### src/rtl/gpsdo_pkg.sv
// Shared types and constants for the GPSDO 1PPS phase detector.
package gpsdo_pkg;

  typedef enum logic [1:0] {
    IDLE,
    WAIT_LOCAL,
    WAIT_GPS
  } pps_state_e;

  // Result sign when the GPS edge arrives first.
  localparam bit GPS_LEAD_POSITIVE = 1'b1;

  localparam int unsigned DEFAULT_TIMEOUT = 50000000;

endpackage

### src/rtl/pps_edge_sync.sv
// Multi-flop synchroniser for an asynchronous PPS input followed by a rising-edge strobe.
module pps_edge_sync #(
  parameter int unsigned SYNC_STAGES = 2
) (
  input  logic CLK_SYS,
  input  logic CLK_RST,
  input  logic async_in,
  output logic strobe
);

  logic [SYNC_STAGES-1:0] sync_q;
  logic                   prev_q;

  always_ff @(posedge CLK_SYS or posedge CLK_RST) begin
    if (CLK_RST) begin
      sync_q <= '0;
      prev_q <= 1'b0;
    end else begin
      sync_q <= {sync_q[SYNC_STAGES-2:0], async_in};
      prev_q <= sync_q[SYNC_STAGES-1];
    end
  end

  assign strobe = sync_q[SYNC_STAGES-1] & ~prev_q;

endmodule

### src/rtl/pps_phase_detector.sv
// Measures the signed GPS-to-local 1PPS interval in CLK_SYS cycles; results, event pulses
// and the lock indicator are all registered, one cycle after the triggering strobe.
module pps_phase_detector
  import gpsdo_pkg::*;
#(
  parameter int unsigned CNT_W        = 32,
  parameter int unsigned SYNC_STAGES  = 2,
  parameter int unsigned TIMEOUT      = DEFAULT_TIMEOUT,
  parameter int unsigned LOCK_THRESH  = 5,
  parameter int unsigned LOCK_COUNT   = 4,
  parameter int unsigned UNLOCK_COUNT = 2
) (
  input  logic                    CLK_SYS,
  input  logic                    CLK_RST,
  input  logic                    _1PPS_GPS,
  input  logic                    _1PPS_Local,
  output logic signed [CNT_W-1:0] Phase_Err,
  output logic                    Phase_Valid,
  input  logic                    Phase_Ready,
  output logic                    Overrun,
  output logic                    Timeout_Pulse,
  output logic                    Missed_Pulse,
  output logic                    LED_Lock
);

  localparam int unsigned GW = $clog2(LOCK_COUNT + 1);
  localparam int unsigned BW = $clog2(UNLOCK_COUNT + 1);

  logic gps_stb, local_stb;

  pps_edge_sync #(.SYNC_STAGES(SYNC_STAGES)) u_sync_gps (
    .CLK_SYS  (CLK_SYS),
    .CLK_RST  (CLK_RST),
    .async_in (_1PPS_GPS),
    .strobe   (gps_stb)
  );

  pps_edge_sync #(.SYNC_STAGES(SYNC_STAGES)) u_sync_local (
    .CLK_SYS  (CLK_SYS),
    .CLK_RST  (CLK_RST),
    .async_in (_1PPS_Local),
    .strobe   (local_stb)
  );

  pps_state_e             state_q, state_d;
  logic [CNT_W-1:0]       cnt_q, cnt_d;
  logic                   res_ev, timeout_ev, missed_ev, res_gps_lead;
  logic [CNT_W-1:0]       res_mag;
  logic signed [CNT_W-1:0] res_err;
  logic                   in_window;

  always_ff @(posedge CLK_SYS or posedge CLK_RST) begin
    if (CLK_RST) begin
      state_q <= IDLE;
      cnt_q   <= '0;
    end else begin
      state_q <= state_d;
      cnt_q   <= cnt_d;
    end
  end

  always_comb begin
    state_d      = state_q;
    cnt_d        = cnt_q;
    res_ev       = 1'b0;
    res_mag      = '0;
    res_gps_lead = 1'b0;
    timeout_ev   = 1'b0;
    missed_ev    = 1'b0;
    case (state_q)
      IDLE: begin
        cnt_d = '0;
        if (gps_stb && local_stb) begin
          res_ev = 1'b1;
        end else if (gps_stb) begin
          state_d = WAIT_LOCAL;
        end else if (local_stb) begin
          state_d = WAIT_GPS;
        end
      end
      WAIT_LOCAL, WAIT_GPS: begin
        cnt_d = cnt_q + CNT_W'(1);
        // Partner wins over a repeated leading edge; a repeat wins over timeout.
        if ((state_q == WAIT_LOCAL) ? local_stb : gps_stb) begin
          res_ev       = 1'b1;
          res_mag      = cnt_q + CNT_W'(1);
          res_gps_lead = (state_q == WAIT_LOCAL);
          state_d      = IDLE;
          cnt_d        = '0;
        end else if ((state_q == WAIT_LOCAL) ? gps_stb : local_stb) begin
          missed_ev = 1'b1;
          cnt_d     = '0;
        end else if (cnt_q == CNT_W'(TIMEOUT - 1)) begin
          timeout_ev = 1'b1;
          state_d    = IDLE;
          cnt_d      = '0;
        end
      end
      default: begin
        state_d = IDLE;
        cnt_d   = '0;
      end
    endcase
  end

  assign res_err   = (res_gps_lead == GPS_LEAD_POSITIVE) ? res_mag : -res_mag;
  assign in_window = (res_mag <= CNT_W'(LOCK_THRESH));

  logic signed [CNT_W-1:0] err_q;
  logic                    valid_q, overrun_q, timeout_q, missed_q, lock_q;
  logic [GW-1:0]           good_q, good_next;
  logic [BW-1:0]           bad_q, bad_next;

  assign good_next = (good_q == GW'(LOCK_COUNT))   ? good_q : good_q + GW'(1);
  assign bad_next  = (bad_q  == BW'(UNLOCK_COUNT)) ? bad_q  : bad_q  + BW'(1);

  always_ff @(posedge CLK_SYS or posedge CLK_RST) begin
    if (CLK_RST) begin
      err_q     <= '0;
      valid_q   <= 1'b0;
      overrun_q <= 1'b0;
      timeout_q <= 1'b0;
      missed_q  <= 1'b0;
      lock_q    <= 1'b0;
      good_q    <= '0;
      bad_q     <= '0;
    end else begin
      timeout_q <= timeout_ev;
      missed_q  <= missed_ev;
      if (res_ev) begin
        err_q   <= res_err;
        valid_q <= 1'b1;
        if (valid_q && !Phase_Ready) overrun_q <= 1'b1;
      end else if (valid_q && Phase_Ready) begin
        valid_q <= 1'b0;
      end
      if (timeout_ev) begin
        good_q <= '0;
        bad_q  <= '0;
        lock_q <= 1'b0;
      end else if (res_ev) begin
        if (in_window) begin
          good_q <= good_next;
          bad_q  <= '0;
          if (good_next == GW'(LOCK_COUNT)) lock_q <= 1'b1;
        end else begin
          bad_q  <= bad_next;
          good_q <= '0;
          if (bad_next == BW'(UNLOCK_COUNT)) lock_q <= 1'b0;
        end
      end
    end
  end

  assign Phase_Err     = err_q;
  assign Phase_Valid   = valid_q;
  assign Overrun       = overrun_q;
  assign Timeout_Pulse = timeout_q;
  assign Missed_Pulse  = missed_q;
  assign LED_Lock      = lock_q;

endmodule

### config.mk
export PLATFORM = sky130hd
export DESIGN_NAME = pps_phase_detector
export DESIGN_NICKNAME = d
export VERILOG_FILES = /design/src/rtl/gpsdo_pkg.sv /design/src/rtl/pps_edge_sync.sv /design/src/rtl/pps_phase_detector.sv
export SDC_FILE = /design/constraint.sdc
export NUM_CORES = 1
export LEC_CHECK = 0
export ABC_AREA = 1
export CORE_MARGIN = 4
export CORE_UTILIZATION = 61
export DETAILED_ROUTE_END_ITERATION = 7
export GPL_TIMING_DRIVEN = 0
export MAX_ROUTING_LAYER = met4
export PLACE_DENSITY = 0.93
export SLEW_MARGIN = 20
export SYNTH_ARGS = -nofsm -noshare
export SYNTH_HDL_FRONTEND = slang
export SYNTH_SLANG_ARGS = --single-unit
### constraint.sdc
create_clock -name CLK_SYS -period 6.6 [get_ports CLK_SYS]
set_input_delay 0.66 -clock CLK_SYS [delete_from_list [all_inputs] [get_ports CLK_SYS]]
set_output_delay 0.66 -clock CLK_SYS [all_outputs]
set_load 0.01 [all_outputs]
After elaboration in Yosys (flattened, before gate mapping) --
Cells that the tools add are included.
Word-level totals: flip-flop bits (word level) 82, output and inout port bits 37
Operators by class: $add $sub $neg 4, magnitude comparators 1, eq/ne operators 12, mux-type cells 43, bitwise operators 4, reductions and logical operators 12
Operators with widths (count):
- 32-bit 2-to-1 mux | 7
- 32-bit by 1-bit adder with 32-bit output (second input constant) | 1
- 32-bit by 26-bit == test with 1-bit output (second input constant) | 1
- 32-bit by 3-bit <= comparator with 1-bit output (second input constant) | 1
- 32-bit negator | 1
- 1-bit 2-to-1 mux | 20
- 2-bit 2-to-1 mux | 10
- 3-bit 2-to-1 mux | 4
- 3-bit inequality test (second input constant) | 3
- 2-bit == test (second input constant) | 3
- 3-bit == test (second input constant) | 2
- 2-bit case mux with 2 select lines | 1
- 4-bit AND reduction | 1
- 2-bit nonzero test | 2
- 3-bit by 1-bit adder with 3-bit output (second input constant) | 1
- 1-bit logical AND | 3
- 3-bit by 2-bit inequality test with 1-bit output (second input constant) | 1
- 3-bit AND reduction | 1
- 3-bit nonzero test | 1
- 2-bit by 1-bit adder with 2-bit output (second input constant) | 1
- 1-bit bitwise AND | 2
- 2-bit by 1-bit == test with 1-bit output (second input constant) | 1
- 2-bit logical NOT | 1
- 2-bit inequality test (second input constant) | 1
- other kinds (5) | 6

Depth between registers and ports, before layout --
Gate-level depths: netlist of the first run.
depth in word-level cells 9, gate-level depth with buffers 19

Modules after synthesis --
Synthesis of the first run repeated with hierarchy kept, for this count alone.
Unflattened totals: cell total of the unflattened synthesis 772, area total of the unflattened synthesis 5408.9 um2
Modules (own cells, without submodules):
- pps_phase_detector | times used 1, cells each 760, area each 5231.3 um2, sequential area each 1901.8 um2
- pps_edge_sync | times used 2, cells each 6, area each 88.8 um2, sequential area each 75.1 um2

Worst setup path after synthesis of the first run --
OpenSTA, ideal clock, no wires.
path type reg2reg, start reg state_q[1], end reg lock_q (netlist: LED_Lock), arrival 2.156 ns, data required time 6.483 ns, path slack 4.326 ns, cell stages (with the launch flop) 19, buffers on the path 0, period minus slack after synthesis 2.274 ns, path through dfrtp_1 > inv_1 > ha_1 > nand3_1 > nand2_1 > nand3_1 > inv_1 > ha_1 > nor2_1 > nand3_1 > nand3_1 > nor2_1 > nand3_1 > nor2_2 > nand2_2 > nand2_1 > nand3_1 > nand2_1 > nand2_1
On the way: longest elaborated chain between the ends 8
Ends and longest elaborated chain:
- from (decl) | line pps_phase_detector.sv:45 | pps_state_e state_q, state_d;
- from (signal assigned) | line pps_phase_detector.sv:57 | state_q <= state_d;
- 2-bit by 1-bit == test with 1-bit output | line pps_phase_detector.sv:70, pps_phase_detector.sv:84, pps_phase_detector.sv:90
- 1-bit 2-to-1 mux | line pps_phase_detector.sv:84 | if ((state_q == WAIT_LOCAL) ? local_stb : gps_stb) begin
- 32-bit 2-to-1 mux | line pps_phase_detector.sv:84
- 32-bit 2-to-1 mux | line pps_phase_detector.sv:70 | case (state_q)
- 32-bit by 3-bit <= comparator with 1-bit output | line pps_phase_detector.sv:107 | assign in_window = (res_mag <= CNT_W'(LOCK_THRESH));
- 1-bit 2-to-1 mux | line pps_phase_detector.sv:142 | if (in_window) begin
- 1-bit 2-to-1 mux | line pps_phase_detector.sv:141 | end else if (res_ev) begin
- 1-bit 2-to-1 mux | line pps_phase_detector.sv:137 | if (timeout_ev) begin
- to (signal assigned) | line pps_phase_detector.sv:140 | lock_q <= 1'b0;
- to (signal assigned) | line pps_phase_detector.sv:145 | if (good_next == GW'(LOCK_COUNT)) lock_q <= 1'b1;
- to (signal assigned) | line pps_phase_detector.sv:149 | if (bad_next == BW'(UNLOCK_COUNT)) lock_q <= 1'b0;
- to (decl) | line pps_phase_detector.sv:110 | logic valid_q, overrun_q, timeout_q, missed_q, lock_q;
Parallel ways exist; a longest one is shown, timed or not. The select of a mux whose other input is x is not followed. A chain may end at the register's enable or synchronous reset.

Worst setup path in the final report of the first run --
start reg state_q[0], end reg err_q[2] (netlist: Phase_Err[2])
On the way: longest elaborated chain between the ends 6
Ends and longest elaborated chain:
- 2-bit by 1-bit == test with 1-bit output | line pps_phase_detector.sv:70, pps_phase_detector.sv:84, pps_phase_detector.sv:87
- 1-bit 2-to-1 mux | line pps_phase_detector.sv:84
- 32-bit 2-to-1 mux | line pps_phase_detector.sv:84
- 32-bit 2-to-1 mux | line pps_phase_detector.sv:70
- 32-bit negator | line pps_phase_detector.sv:106 | assign res_err = (res_gps_lead == GPS_LEAD_POSITIVE) ? res_mag : -res_mag;
- 32-bit 2-to-1 mux | line pps_phase_detector.sv:106
- to (signal assigned) | line pps_phase_detector.sv:131 | err_q <= res_err;
- to (decl) | line pps_phase_detector.sv:109 | logic signed [CNT_W-1:0] err_q;
Parallel ways exist; a longest one is shown, timed or not.

==> results of run 1 <==
-- routing by layer --
layer  GRT usage  share of wire  vias to the layer above
li1            -              -                     2582
met1       0.404           0.41                     2547
met2       0.514           0.47                      300
met3      0.0451          0.073                       67
met4       0.168          0.048                        0
met5           -              0                        -
-- registers in the layout (all words and copies together), names as in the netlist, 2 cells and up --
name                 flops
cnt_q                   32
good_q                   3
bad_q                    2
Phase_Err               32
u_sync_gps.sync_q        2
u_sync_local.sync_q      2
state_q                  2
-- power groups by stage --
stage / Sequential (mW) / Combinational, mW / Clock (mW)
3_3_place_gp: 0.660 / 0.617 / 0
6_report: 0.660 / 0.665 / 0.424
3_5_place_dp: 0.668 / 0.648 / 0
5_1_grt: 0.670 / 0.731 / 0.445
4_1_cts: 0.659 / 0.660 / 0.423
2_1_floorplan: 0.696 / 0.337 / 0
-- cells in the final DEF, fill, tap and decap left out, types with 2 or more instances in the layout --
cell type,n
a21o_1,2
o21ai_1,14
o21bai_1,2
nor3_1,11
nor4_1,3
nand3b_1,5
clkinv_4,2
xnor2_1,11
inv_2,5
clkbuf_8,10
xor2_1,9
inv_1,70
dfrtp_1,82
clkbuf_1,11
a21oi_1,8
o21ai_0,32
nand2_2,21
nand2_1,239
buf_2,3
ha_1,10
nor2_1,87
nand3_2,13
nor2_4,12
o31ai_1,2
nor2_2,14
clkdlybuf4s50_1,41
bufinv_16,2
nand4_1,20
nand3_1,74
clkinv_1,2
-- worst max-delay path, delay by kind of cell, from the launching register on --
kind            cells  cell delay [ns]
fa+ha+maj           1             0.37
compound gates      3             0.63
flops               1             0.41
buf+inv             5             1.40
simple gates        1             0.11
-- kinds of logic after synthesis --
family / synth area share
xor gates and xnor gates: 0.0323
DFF: 0.379
buffers and inverters: 0.0665
AOI/OAI and AO/OA: 0.0668
and+or+nand+nor: 0.432
adders and majority gates: 0.0231
-- stage by stage --
step / hold slack, ns / worst slack, ns / power, mW
after CTS: 0.356 / 3.68 / 1.74
after detailed placement: 0.336 / 3.71 / 1.32
after floorplan: 0.331 / 3.83 / 1.03
final: 0.354 / 3.60 / 1.75
after global placement: 0.333 / 2.61 / 1.28
after global routing: 0.378 / 3.36 / 1.85
-- cell type report --
type | count | area (um^2) | area share
Multi-Input combinational cell | 595 | 3000 | 0.483
Sequential cell | 82 | 2050 | 0.330
Timing Repair Buffer | 42 | 430 | 0.0693
Inverter | 78 | 295 | 0.0475
Clock buffer | 10 | 138 | 0.0222
Tap cell | 108 | 135 | 0.0218
Clock inverter | 6 | 90.1 | 0.0145
Buffer | 16 | 67.6 | 0.0109
-- final timing paths --
check / slack (ns) / startpoint / depth (start not counted) / to
min in group asynchronous: 0.69 / CLK_RST / 2 / Phase_Err[4]
worst max register to register: 3.60 / state_q[0] / 10 / Phase_Err[2]
max in group asynchronous: 5.29 / CLK_RST / 3 / cnt_q[17]
worst min register to register: 0.35 / u_sync_gps.sync_q[0] / 0 / u_sync_gps.sync_q[1]
worst max-delay path: 3.60 / state_q[0] / 10 / Phase_Err[2]
worst min-delay path: 0.35 / u_sync_gps.sync_q[0] / 0 / u_sync_gps.sync_q[1]
==> results.json, run 1 <==
{
  "path_cells": "inv_1 > ha_1 > inv_1 > a21oi_4 > buf_4 > o21ai_0 > clkbuf_1 > clkbuf_1 > nand2_1 > o21ai_0",
  "relSlewSlack": 0.190,
  "slowest_stage": "clkbuf_1",
  "ys.flop_type": "dfrtp_1",
  "irDropWorstVdd_mv": 0.123,
  "port_buffers": 41,
  "timing_worst_setup_path_type": "reg2reg",
  "post-cts-setup-buffers": 0,
  "yosys.area.top_type": "dfrtp_1",
  "ys_ff_latch": 82,
  "antenna_left": 0,
  "power_density_nw_per_um2": 282,
  "power_frac_comb": 0.380,
  "fmax_ghz": 0.333,
  "p_int_mw": 1.09,
  "grt_setup_unrepaired": "false",
  "routedWlPerCell_um": 16.6,
  "io_pins": 42,
  "worstPathMaxFanout": 10,
  "finalClockSkew_ns": 0.0133,
  "syn-num-nets": 786,
  "timing.setup.tns_ns": 0,
  "areaGrowthSynthToFinish_pct": 14.7,
  "initial_core_util": 0.624,
  "p_sw_mw": 0.654,
  "place_area_um2": 5980,
  "p_leak_nw": 2.95,
  "gp_congestion": 0.955,
  "timing.final.max_slew_violations": 0,
  "syn_inst": 771,
  "drc": 0,
  "drt-initial-drc-count": 502,
  "final_nets": 839,
  "p_sw_frac": 0.374,
  "required_ns": 6.89,
  "die_area_um2": 10400,
  "clk_pin_slew_ns": 0.10,
  "post-route-period-util": 0.455,
  "period_needed_ns": 3.00,
  "htree_levels": 3,
  "status": "completed",
  "cts_root_buffer": "clkbuf_8",
  "synth_edf_count": 0,
  "end_kind": "flip-flop",
  "placedCellCount": 921,
  "slowest_delay_ns": 0.49,
  "core.rowCount": 34,
  "grt_pass1_wl_um": 25500,
  "nFillCells": 688,
  "final_cell_area_um2": 6210,
  "antenna_found_initial": 0,
  "grt_usage": 0.324,
  "tritoncts": "built",
  "drt_pass1_iterations": 6,
  "worstSetupStartpointType": "flip-flop",
  "grt-ovfl-total": 0,
  "fin_cells": 937,
  "hold_viol": 0,
  "cts_resized": 0,
  "synth_top_cells_by_area": "dfrtp_1 38%, nand2_1 17%, nand3_1 6.8%, nor2_1 6.0%, inv_1 4.9%",
  "worst_pin_slew_ns": 1.20,
  "synthTopCellsByCount": "239 x nand2_1, 87 x nor2_1, 82 x dfrtp_1",
  "pwr-share-seq": 0.377,
  "cap_violations": 0,
  "coreArea_um2": 8680,
  "wirelength_um": 15600,
  "dp_hpwl_um": 11900,
  "insertedDiodeCount": 0,
  "ys_seq_area_frac": 0.379,
  "arrival_ns": 3.29,
  "yosysUniqueCellTypes": 34,
  "cts_made_buffers": 9,
  "cts-hold-fix-buffers": 0,
  "synth_top_area_frac": 0.379,
  "avgSynthCellArea_um2": 7.02,
  "synth-async-reset-ratio": 1.00,
  "drive_gt1_frac": 0.111,
  "utilization": 0.716,
  "finalSetupViolations": 0,
  "syn_area_um2": 5420,
  "cts_max_path_buffers": 2,
  "routed_via_density": 5.87,
  "grt_max_degree": 44,
  "hold_class": "reg2reg",
  "die_h_um": 102,
  "clock-sinks": 82,
  "vias": 5496,
  "clk_latency_ns": 0.37,
  "synth_most_common_cell": "nand2_1",
  "die_w_um": 102,
  "pwr-share-clk": 0.242,
  "grt_pass1_vias": 5237,
  "yosysWarnings": 0
}
Note: power is estimated with default switching activity, not from simulation.
==> run 2: changes to the inputs <==
Settings changed: CORE_UTILIZATION 61 to 54, PLACE_DENSITY 0.93 to 0.88.
Clock period 6.6 ns to 2.7 ns, I/O delays scaled along.
==> run 2 against run 1 <==
Sequential cell count unchanged. Setup slack got worse by 3.5 ns. Combinational power up 150%. Sequential share of layout area shrank 0.53 points. Critical path depth grew 8. Worst hold slack got worse by 0.076 ns. Largest cell class unchanged.
==> results.json, run 2 (synthesized netlist as in run 1, its figures left out) <==
{
  "wirelength_um": 14100,
  "die_w_um": 108,
  "worstPathMaxFanout": 7,
  "final_common_cell": "nand2_1",
  "drt-initial-drc-count": 436,
  "worst_pin_slew_ns": 0.694,
  "cp_common_cell": "nand2_1",
  "drive_gt1_frac": 0.138,
  "power_density_nw_per_um2": 639,
  "die_area_um2": 11700,
  "period_needed_ns": 2.58,
  "seq_area_um2": 2050,
  "fmax_ghz": 0.388,
  "tritoncts": "built",
  "post-route-period-util": 0.954,
  "clock-sinks": 82,
  "end_kind": "flip-flop",
  "place_area_um2": 6020,
  "path_delay_family": "simple AND/OR/NAND/NOR gates",
  "required_ns": 2.96,
  "grt_usage": 0.256,
  "insertedDiodeCount": 0,
  "cap_violations": 0,
  "grt_pass1_vias": 4926,
  "grt_max_degree": 45,
  "path_buf_inv": 2,
  "cts_made_buffers": 9,
  "final_cell_mix": "237 x nand2_1, 85 x nor2_1, 81 x dfrtp_1, 69 x inv_1, 66 x nand3_1",
  "status": "completed",
  "drc": 0,
  "arrival_ns": 2.84,
  "worstSetupStartpointType": "flip-flop",
  "relSlewSlack": 0.534,
  "hold_viol": 0,
  "finalSetupViolations": 0,
  "coreArea_um2": 9770,
  "gp_congestion": 1.01,
  "antenna_left": 0,
  "initial_core_util": 0.554,
  "final_nets": 842,
  "path_cells": "inv_1 > ha_2 > inv_1 > nand2_2 > nand2_4 > nand3_2 > ha_1 > nand2_1 > nor2_1 > nand2_1 > nor2_1 > nand3_1 > nor2_2 > nand2_1 > nand2_1 > nand2_1 > nand3_1 > nand2_1",
  "setup_ws_ns": 0.123,
  "die_h_um": 108,
  "cts_max_path_buffers": 2,
  "place_ws_ns": -0.193,
  "clk_latency_ns": 0.37,
  "slowest_delay_ns": 0.42,
  "dp_hpwl_um": 11000,
  "cts-hold-fix-buffers": 0,
  "port_buffers": 41,
  "nFillCells": 853,
  "timing_worst_setup_path_type": "reg2reg",
  "vias": 5288,
  "areaGrowthSynthToFinish_pct": 16.6,
  "cts_root_buffer": "clkbuf_8",
  "clk_pin_slew_ns": 0.08,
  "final_cell_area_um2": 6320,
  "timing.final.max_slew_violations": 0,
  "core.rowCount": 36,
  "multi_input_area_um2": 3090,
  "finalClockSkew_ns": 0.0105,
  "routedWlPerCell_um": 14.6,
  "finalPower_mw": 4.04,
  "hold_class": "in2async",
  "io_pins": 42,
  "routed_via_density": 5.49,
  "utilization": 0.646,
  "irDropWorstVdd_mv": 0.321,
  "grt-ovfl-total": 0,
  "slowest_stage": "dfrtp_1",
  "grt_pass1_wl_um": 23000,
  "p_leak_nw": 2.95,
  "htree_levels": 3,
  "drt_pass1_iterations": 6,
  "antenna_found_initial": 0
}
run 2: cell types whose count changed in the layout (fill, tap and decap cells not counted), moves of 3 or more:
cell and change:
buf_4 +4, clkbuf_2 +5, ha_1 -3, ha_2 +3, nand3_1 -8, nand3_2 +7
run 2: report_power, final:
group / leakage, nW / internal [mW] / switching [mW]
clock network: 0.0835 / 0.356 / 0.435
logic: 1.77 / 0.704 / 0.935
registers: 1.10 / 1.46 / 0.141
total: 2.95 / 2.52 / 1.51
run 2: worst paths after layout:
| check | start | endpoint | slack [ns] | depth (start not counted) |
|---|---|---|---|---|
| max | state_q[1] | Phase_Err[28] | 0.12 | 18 |
| min | CLK_RST | Phase_Err[3] | 0.28 | 2 |
| max reg2reg | state_q[1] | Phase_Err[28] | 0.12 | 18 |
| min reg2reg | u_sync_local.sync_q[0] | u_sync_local.sync_q[1] | 0.35 | 0 |
| max in group asynchronous | CLK_RST | cnt_q[0] | 1.82 | 3 |
| min in group CLK_SYS | _1PPS_Local | u_sync_local.sync_q[0] | 0.34 | 1 |
run 2: area by class of cell:
cell class | instances | area share
Timing Repair Buffer | 45 | 0.0729
Clock inverter | 2 | 0.00218
Sequential cell | 82 | 0.325
Buffer | 16 | 0.0137
Clock buffer | 13 | 0.0236
Inverter | 78 | 0.0468
Tap cell | 133 | 0.0263
Multi-Input combinational cell | 595 | 0.490
run 2: per-layer routing:
layer | track usage | wire (um) | vias up
met2 | 0.398 | 6640 | 210
met3 | 0.0251 | 976 | 43
li1 | - | - | 2595
met5 | - | 0 | -
met1 | 0.339 | 5930 | 2440
met4 | 0.118 | 531 | 0
run 2: through the flow:
stage / hold WS (ns) / std cells / TNS (ns)
after floorplan: 0.301 / 771 / 0
after global placement: 0.333 / 945 / -74.15
after detailed placement: 0.337 / 946 / -1.60
after CTS: 0.305 / 961 / 0
after global routing: 0.337 / 964 / -0.0432
final: 0.279 / 964 / 0
run 2: worst reg2reg max path: stages, from the launching register on:
cell	delay, ns
dfrtp_1	0.42
inv_1	0.10
ha_2	0.24
inv_1	0.06
nand2_2	0.12
nand2_4	0.09
nand3_2	0.12
ha_1	0.21
nand2_1	0.07
nor2_1	0.13
nand2_1	0.09
nor2_1	0.17
nand3_1	0.14
nor2_2	0.16
nand2_1	0.09
nand2_1	0.07
nand2_1	0.06
nand3_1	0.08
nand2_1	0.05
run 2: repair_timing:
item	in CTS	in global routing
setup buffers	0	3
setup endpoints to repair	35	39
pin swaps	0	1
resized for setup	4	34
